## config.mk

```make
export PLATFORM = sky130hd
export DESIGN_NAME = booth_mac_pipe
export DESIGN_NICKNAME = d
export VERILOG_FILES = /design/src/rtl/booth_mac_pipe.sv
export SDC_FILE = /design/constraint.sdc
export NUM_CORES = 2
export LEC_CHECK = 0
export ABC_CLOCK_PERIOD_IN_PS = 24800
export CAP_MARGIN = 20
export CELL_PAD_IN_SITES_DETAIL_PLACEMENT = 1
export CELL_PAD_IN_SITES_GLOBAL_PLACEMENT = 1
export CORE_MARGIN = 1.5
export CORE_UTILIZATION = 51
export DETAILED_ROUTE_END_ITERATION = 10
export PLACE_DENSITY = 0.79
export SYNTH_ARGS = -nofsm -noshare
export SYNTH_HDL_FRONTEND = slang
export SYNTH_SLANG_ARGS = --single-unit
```

## constraint.sdc

```tcl
create_clock -name clk -period 24.8 [get_ports clk]
set_input_delay 2.48 -clock clk [delete_from_list [all_inputs] [get_ports clk]]
set_output_delay 2.48 -clock clk [all_outputs]
set_load 0.1 [all_outputs]
```

## src/rtl/booth_mac_pipe.sv

```systemverilog
// Pipelined radix-4 Booth multiply-accumulate with selectable rounding and saturation.
// A single advance signal stalls every stage together; bubbles flow through untouched.
module booth_mac_pipe #(
    parameter int W   = 24,
    parameter int F   = 22,
    parameter int GPS = 2
) (
    input  logic         clk,
    input  logic         rst_n,
    input  logic         in_valid,
    output logic         in_ready,
    input  logic [W-1:0] a,
    input  logic [W-1:0] b,
    input  logic [1:0]   rnd_mode,
    input  logic         acc_en,
    input  logic         acc_clr,
    output logic         out_valid,
    input  logic         out_ready,
    output logic [W-1:0] p,
    output logic         ovf
);
    localparam int G  = W / 2;
    localparam int S  = (G + GPS - 1) / GPS;
    localparam int PW = 2 * W;
    localparam logic [F-1:0] HALF = F'(1) << (F - 1);
    localparam logic signed [PW+1:0] MAXV = {{(W + 3){1'b0}}, {(W - 1){1'b1}}};
    localparam logic signed [PW+1:0] MINV = {{(W + 3){1'b1}}, {(W - 1){1'b0}}};

    // Booth digit for group g is taken from a[2g+1:2g-1] with an implicit zero below the LSB.
    function automatic logic signed [PW-1:0] booth_pp(input logic [W-1:0] av,
                                                      input logic [W-1:0] bv,
                                                      input int g);
        logic [W:0]            ax;
        logic [2:0]            trip;
        logic signed [PW-1:0]  bx;
        logic signed [PW-1:0]  pp;
        int                    gg;
        gg   = (g < G) ? g : G - 1;
        ax   = {av, 1'b0};
        trip = ax[2*gg +: 3];
        bx   = {{W{bv[W-1]}}, bv};
        case (trip)
            3'b001, 3'b010: pp = bx;
            3'b011:         pp = bx <<< 1;
            3'b100:         pp = -(bx <<< 1);
            3'b101, 3'b110: pp = -bx;
            default:        pp = '0;
        endcase
        return pp <<< (2 * gg);
    endfunction

    logic                 w_adv;
    logic                 r_vld     [0:S];
    logic [1:0]           r_mode    [0:S];
    logic                 r_acc_en  [0:S];
    logic                 r_acc_clr [0:S];
    logic [W-1:0]         r_a       [0:S-1];
    logic [W-1:0]         r_b       [0:S-1];
    logic signed [PW-1:0] r_sum     [1:S];
    logic                 r_out_valid;
    logic [W-1:0]         r_p;
    logic                 r_ovf;
    logic [W-1:0]         r_acc;

    assign w_adv     = !r_out_valid || out_ready;
    assign in_ready  = w_adv;
    assign out_valid = r_out_valid;
    assign p         = r_p;
    assign ovf       = r_ovf;

    always_ff @(posedge clk or negedge rst_n) begin
        if (!rst_n) begin
            r_vld[0] <= 1'b0;
        end else if (w_adv) begin
            r_vld[0] <= in_valid;
        end
    end

    always_ff @(posedge clk) begin
        if (w_adv) begin
            r_a[0]       <= a;
            r_b[0]       <= b;
            r_mode[0]    <= rnd_mode;
            r_acc_en[0]  <= acc_en;
            r_acc_clr[0] <= acc_clr;
        end
    end

    genvar gi;
    generate
        for (gi = 1; gi <= S; gi++) begin : g_stage
            logic signed [PW-1:0] w_in_sum;
            logic signed [PW-1:0] w_out_sum;

            if (gi == 1) begin : g_first
                assign w_in_sum = '0;
            end else begin : g_chain
                assign w_in_sum = r_sum[gi-1];
            end

            always_comb begin
                w_out_sum = w_in_sum;
                for (int j = 0; j < GPS; j++) begin
                    if ((gi - 1) * GPS + j < G) begin
                        w_out_sum = w_out_sum + booth_pp(r_a[gi-1], r_b[gi-1], (gi - 1) * GPS + j);
                    end
                end
            end

            always_ff @(posedge clk or negedge rst_n) begin
                if (!rst_n) begin
                    r_vld[gi] <= 1'b0;
                end else if (w_adv) begin
                    r_vld[gi] <= r_vld[gi-1];
                end
            end

            always_ff @(posedge clk) begin
                if (w_adv) begin
                    r_sum[gi]     <= w_out_sum;
                    r_mode[gi]    <= r_mode[gi-1];
                    r_acc_en[gi]  <= r_acc_en[gi-1];
                    r_acc_clr[gi] <= r_acc_clr[gi-1];
                end
            end

            // Operands only need to travel as far as the last adder stage.
            if (gi < S) begin : g_fwd
                always_ff @(posedge clk) begin
                    if (w_adv) begin
                        r_a[gi] <= r_a[gi-1];
                        r_b[gi] <= r_b[gi-1];
                    end
                end
            end
        end
    endgenerate

    logic signed [PW:0]   w_pe;
    logic signed [PW:0]   w_q;
    logic [F-1:0]         w_rem;
    logic                 w_inc;
    logic signed [PW+1:0] w_rx;
    logic signed [PW+1:0] w_base;
    logic signed [PW+1:0] w_sum;
    logic signed [PW+1:0] w_val;
    logic                 w_prod_ovf;
    logic                 w_sum_ovf;
    logic                 w_ovf;
    logic [W-1:0]         w_p;

    always_comb begin
        w_pe  = {r_sum[S][PW-1], r_sum[S]};
        w_q   = w_pe >>> F;
        w_rem = r_sum[S][F-1:0];
        w_inc = 1'b0;
        case (r_mode[S])
            2'd1:    w_inc = (w_rem >= HALF);
            2'd2:    w_inc = (w_rem > HALF) || ((w_rem == HALF) && w_q[0]);
            default: w_inc = 1'b0;
        endcase
        w_rx       = {w_q[PW], w_q} + {{(PW + 1){1'b0}}, w_inc};
        w_base     = (r_acc_en[S] && !r_acc_clr[S]) ? {{(W + 2){r_acc[W-1]}}, r_acc} : '0;
        w_sum      = w_rx + w_base;
        w_prod_ovf = (w_rx > MAXV) || (w_rx < MINV);
        w_sum_ovf  = (w_sum > MAXV) || (w_sum < MINV);
        w_val      = r_acc_en[S] ? w_sum : w_rx;
        w_ovf      = w_prod_ovf || (r_acc_en[S] && w_sum_ovf);
        if (w_val > MAXV) begin
            w_p = MAXV[W-1:0];
        end else if (w_val < MINV) begin
            w_p = MINV[W-1:0];
        end else begin
            w_p = w_val[W-1:0];
        end
    end

    // Accumulator and output register share one edge so consecutive accumulates chain.
    always_ff @(posedge clk or negedge rst_n) begin
        if (!rst_n) begin
            r_out_valid <= 1'b0;
            r_p         <= '0;
            r_ovf       <= 1'b0;
            r_acc       <= '0;
        end else if (w_adv) begin
            r_out_valid <= r_vld[S];
            if (r_vld[S]) begin
                r_p   <= w_p;
                r_ovf <= w_ovf;
                if (r_acc_en[S]) begin
                    r_acc <= w_p;
                end
            end
        end
    end
endmodule

```

### After elaboration in Yosys (flattened, before gate mapping)

Memories as Yosys holds them, arrays and structs flattened.
Cells that the tools add are included.

* register bits: 57
* latch bits: 0
* bits in writable memories: 604
* ROM bits: 0
* memories: 6

Memories
* r_sum: words 6, width 48, rd ports 6, clocked after memory_dff 0, wr ports 6, RTL line 59 `logic signed [PW-1:0] r_sum [1:S];`
* r_a: words 6, width 24, rd ports 6, clocked after memory_dff 0, wr ports 6, RTL line 57 `logic [W-1:0] r_a [0:S-1];`
* r_b: words 6, width 24, rd ports 6, clocked after memory_dff 0, wr ports 6, RTL line 58 `logic [W-1:0] r_b [0:S-1];`
* r_mode: words 7, width 2, rd ports 7, clocked after memory_dff 0, wr ports 7, RTL line 54 `logic [1:0] r_mode [0:S];`
* r_acc_clr: words 7, width 1, rd ports 7, clocked after memory_dff 0, wr ports 7, RTL line 56 `logic r_acc_clr [0:S];`
* r_acc_en: words 7, width 1, rd ports 7, clocked after memory_dff 0, wr ports 7, RTL line 55 `logic r_acc_en [0:S];`

* add/subtract/negate cells: 25
* multipliers: 0
* div/mod/pow operators: 0
* magnitude comparators: 8
* equal/unequal tests: 72
* shift-type cells: 0
* mux-type cells: 19
* bitwise operators: 0
* reductions and logical operators: 34

Operators by type and width (count)
* adder 48 bit: 11
* one-hot mux 46 bit (4 select lines): 1
* one-hot mux 44 bit (4 select lines): 1
* one-hot mux 42 bit (4 select lines): 1
* one-hot mux 40 bit (4 select lines): 1
* one-hot mux 38 bit (4 select lines): 1
* one-hot mux 36 bit (4 select lines): 1
* one-hot mux 48 bit (3 select lines): 1
* one-hot mux 34 bit (4 select lines): 1
* one-hot mux 32 bit (4 select lines): 1
* one-hot mux 30 bit (4 select lines): 1
* one-hot mux 28 bit (4 select lines): 1
* one-hot mux 26 bit (4 select lines): 1
* > comparator 50 x 24 -> 1 bit, second input constant: 2
* < comparator 50 x 24 -> 1 bit, second input constant: 2
* two-way mux 50 bit: 2
* == test 3 bit, second input constant: 33
* == test 3 x 2 -> 1 bit, second input constant: 22
* adder 27 x 50 -> 50 bit: 1
* two-way mux 24 bit: 2
* negation 24 -> 48 bit: 1
* negation 25 -> 48 bit: 1
* negation 24 -> 44 bit: 1
* negation 25 -> 44 bit: 1
* 25 further kinds: 67

### Logic depth before layout (Yosys ltp)

An unclocked memory read counts as a cell.

* depth in word-level cells: 11
* mapped depth: 29
* depth with buffers taken out: 29

### Least setup slack after synthesis

No wires, ideal clock.

* path type: input -> register
* start point: input out_ready
* end point: register r_acc[13]
* arrival: 22.855 ns
* setup slack: 1.851 ns
* stages: 9
* buffers on the path: 3
* cell sequence: nor2b_1 -> clkbuf_1 -> inv_1 -> clkbuf_1 -> nand2_1 -> nor2_1 -> clkbuf_1 -> nor2_1 -> a211oi_1

* longest elaborated chain between the ends: 2

RTL lines
* start: declaration: RTL line 18 `input logic out_ready,`
* logical OR 1 bit: RTL line 65 `assign w_adv = !r_out_valid || out_ready;`
* net in_ready: RTL line 11 `output logic in_ready,`
* AND reduction 3 bit (no source line)
* end signal: assignment: RTL line 191 `r_acc <= w_p;`
* end: declaration: RTL line 63 `logic [W-1:0] r_acc;`

The timed path passes the listed nets, and every way through them passes these cells.
A chain may end at the register's enable or synchronous reset.

### Worst setup path in the final report

* start point: input out_ready
* end point: output in_ready

* longest elaborated chain between the ends: 1

RTL lines (RTL line)
* logical OR 1 bit: 65
* end: declaration: 11

No other way between the ends.

==> results.sh <==
export IMPL_cp_arrival_ps=4990
export IMPL_hold_viol=0
export IMPL_ys_ff_latch=606
export IMPL_layout_nets=6262
export IMPL_cts_made_buffers=74
export IMPL_ys_async_sr_fraction_pct=9.406
export IMPL_synth_simple_gate_area_share_pct=13.02
export IMPL_drv_slew=0
export IMPL_skew_ps=43.19
export IMPL_finalCriticalPeriod_ps=7472
export IMPL_ys_seq_area_share_pct=33.55
export IMPL_crit_fanout=53
export IMPL_cts_buffer_depth=3
export IMPL_antenna_cells=0
export IMPL_syn_area_per_cell_um2=8.978
export IMPL_synth_top_family_by_area="compound AO/OA/AOI/OAI gates"
export IMPL_ys_warn_count=0
export IMPL_final_period_utilization_pct=30.13
export IMPL_clk_pin_slew_ps=60
export IMPL_multi_input_area_mm2=0.03165
export IMPL_cts_hold_fix_buffers=0
export IMPL_antenna_found_initial=0
export IMPL_crit_type="primary input to output port"
export IMPL_critPathRequiredTime_ps=22320
export IMPL_grt_max_degree=203
export IMPL_area_sequential_mm2=0.01791
export IMPL_synthXorXnorAreaFrac_pct=8.854
export IMPL_htree_levels=3
export IMPL_synthMuxAreaShare_pct=2.135
export IMPL_grt_pass1_wl_um=260000
export IMPL_synth_fa_ha_area_share_pct=12.57
export IMPL_setup_violations_final=0
export IMPL_cp_end_kind="output port"
export IMPL_syn_area_mm2=0.05339
export IMPL_drtIter0Drc=3523
export IMPL_synth_edff_count=549
export IMPL_via_per_inst=6.254
export IMPL_start_util_pct=51.51
export IMPL_hold_ws_ps=401.7
export IMPL_tritoncts="done"
export IMPL_row_count=118
export IMPL_port_buffers=82
export IMPL_grt_pass1_vias=46760
export IMPL_place_congestion=0.8899
export IMPL_ant_nets=0
export IMPL_dr_pass1_iters=8
export IMPL_placed_area_mm2=0.05495
export IMPL_tightest_slew_ps=1141
export IMPL_ys_top_cells_by_area="edfxtp_1 (31%), fa_1 (6.4%), ha_1 (6.1%), xnor2_1 (5.7%), inv_1 (4.3%)"
export IMPL_clk_latency_ps=690
export IMPL_startpoint_type="primary input"
export IMPL_fmaxAchievable_ghz=0.1338
export IMPL_ios=83
export IMPL_synthToLayoutAreaGrowth_pct=7.773
export IMPL_synthDistinctLibCells=108
export IMPL_yosysTopAreaCellShare_pct=30.88
export IMPL_cts_setup_buffers=0
export IMPL_outcome="complete, no violations"
export IMPL_drive_gt1_share_pct=5.727
export IMPL_hp_class="flop to flop"
export IMPL_synthesis_nets=6436
export IMPL_synth_cells=5947
export IMPL_hpwl_um=121600
export IMPL_finalCoreUtilization_pct=55.52
export IMPL_yosys_area_top_type="edfxtp_1"
export IMPL_cts_resized=0
export IMPL_wire_per_inst_um=22.75
export IMPL_die_area_mm2=0.1066
export IMPL_num_vias=45110
export IMPL_cts_root_buf="clkbuf_16"
export IMPL_fp_coreArea_mm2=0.1036
export IMPL_finalSetupTns_ps=0
export IMPL_fin_area_mm2=0.05754
export IMPL_rsz0062_at_grt="no"
export IMPL_grt_usage_pct=30.44
export IMPL_drv_cap=0
export IMPL_die_h_um=326.6
export IMPL_max_slew_margin_pct=23.93
export IMPL_grt_overflow=0
export IMPL_cts_sinks=606
export IMPL_wirelength_um=164100
export IMPL_drc=0
export IMPL_synth_compound_area_share_pct=22.65
export IMPL_die_w_um=326.6
export IMPL_nFillCells=11890
export IMPL_synth_ff_type="edfxtp_1"
-- sequential cells by signal, summed over array words and instances, names as in the netlist, 7 cells and up --
signal     count
r_a           89
r_b          144
r_sum        288
p             24
r_acc_en       7
r_mode        14
r_acc         24
r_acc_clr      7
r_vld          7
-- cell usage in the layout (no fill, tap or decap), drive strengths merged, types with 58 or more instances in the layout --
cell type and instances:
ha 261, edfxtp 549, nor2 432, a21o 179
inv 616, buf 71, fa 172, a221o 68
a22oi 63, nor3 88, a221oi 117, nand2 519
mux2i 62, clkdlybuf4s50 81, xnor2 349, clkbuf 86
xor2 182, nand3 73, or3 58, a211oi 67
o21ai 356, a21oi 431
-- worst paths after layout --
| path | from | end | slack, ps | cells past startpoint |
|---|---|---|---|---|
| worst max register to register | r_b[1][2] | r_sum[0][143] | 17440 | 26 |
| worst min-delay path | r_acc_clr[0] | r_acc_clr[1] | 400 | 0 |
| min in group asynchronous | rst_n | p[22] | 1940 | 2 |
| max in group asynchronous | rst_n | r_vld[5] | 22360 | 2 |
| worst max-delay path | out_ready | in_ready | 17330 | 4 |
| worst min register to register | r_acc_clr[0] | r_acc_clr[1] | 400 | 0 |
-- cell families (layout without fill, tap and decap cells) --
logic type / after synthesis / after routing
adder cells (fa/ha/maj): 433 / 433
AND/OR/NAND/NOR: 1485 / 1485
multiplexers: 100 / 100
flip-flops: 606 / 606
AO/OA/AOI/OAI: 1770 / 1770
buffers and inverters: 1019 / 904
XOR/XNOR: 534 / 534
-- metal layers --
metal / global-route usage (%) / part of all wire (%) / up-vias
met4: 15.25 / 5.0 / 0
met3: 3.510 / 4.5 / 430
li1: - / - / 20910
met1: 36.49 / 40 / 22460
met5: 0 / 0 / -
met2: 53.90 / 50 / 1306
-- stage by stage --
stage               instances  setup slack, ps
finish                   7212            17330
global route             7212            16830
CTS                      7210            17280
detailed placement       7075            17280
global placement         7075            17310
floorplan                5947             1851
-- worst max-delay path, stage by stage --
cell and delay, ps:
clkdlybuf4s50_1 400, nor2b_1 680, inv_8 290, clkdlybuf4s50_1 1110
-- final cells by class --
| class | instances | area share (%) |
|---|---|---|
| well taps | 1380 | 3.001 |
| inverters | 616 | 4.031 |
| multi-input cells | 4322 | 55.00 |
| flip-flops and latches | 606 | 31.13 |
| clock inverters | 50 | 1.105 |
| repair buffers | 153 | 2.375 |
| clock buffers | 85 | 3.362 |
-- synth_stat cells, types with 34 or more instances --
library cell  number
inv_1            610
edfxtp_1         549
nand2_1          519
nor2_1           432
a21oi_1          427
o21ai_0          349
xnor2_1          348
clkbuf_1         340
ha_1             261
xor2_1           182
a21o_1           179
fa_1             172
a221oi_1         117
nor3_1            83
nand3_1           73
a221o_1           68
a211oi_1          67
a22oi_1           63
mux2i_1           61
or3_1             58
dfrtp_1           57
nor2b_1           53
o21a_1            47
nand2b_1          46
buf_1             45
o221ai_1          45
a31oi_1           44
and2_1            44
o22ai_1           44
o31ai_1           35
a22o_1            34
nor4_1            34
Power is left out: the tool's default activity adds up to more than one toggle a clock period on the data nets, which glitch-free logic cannot reach.
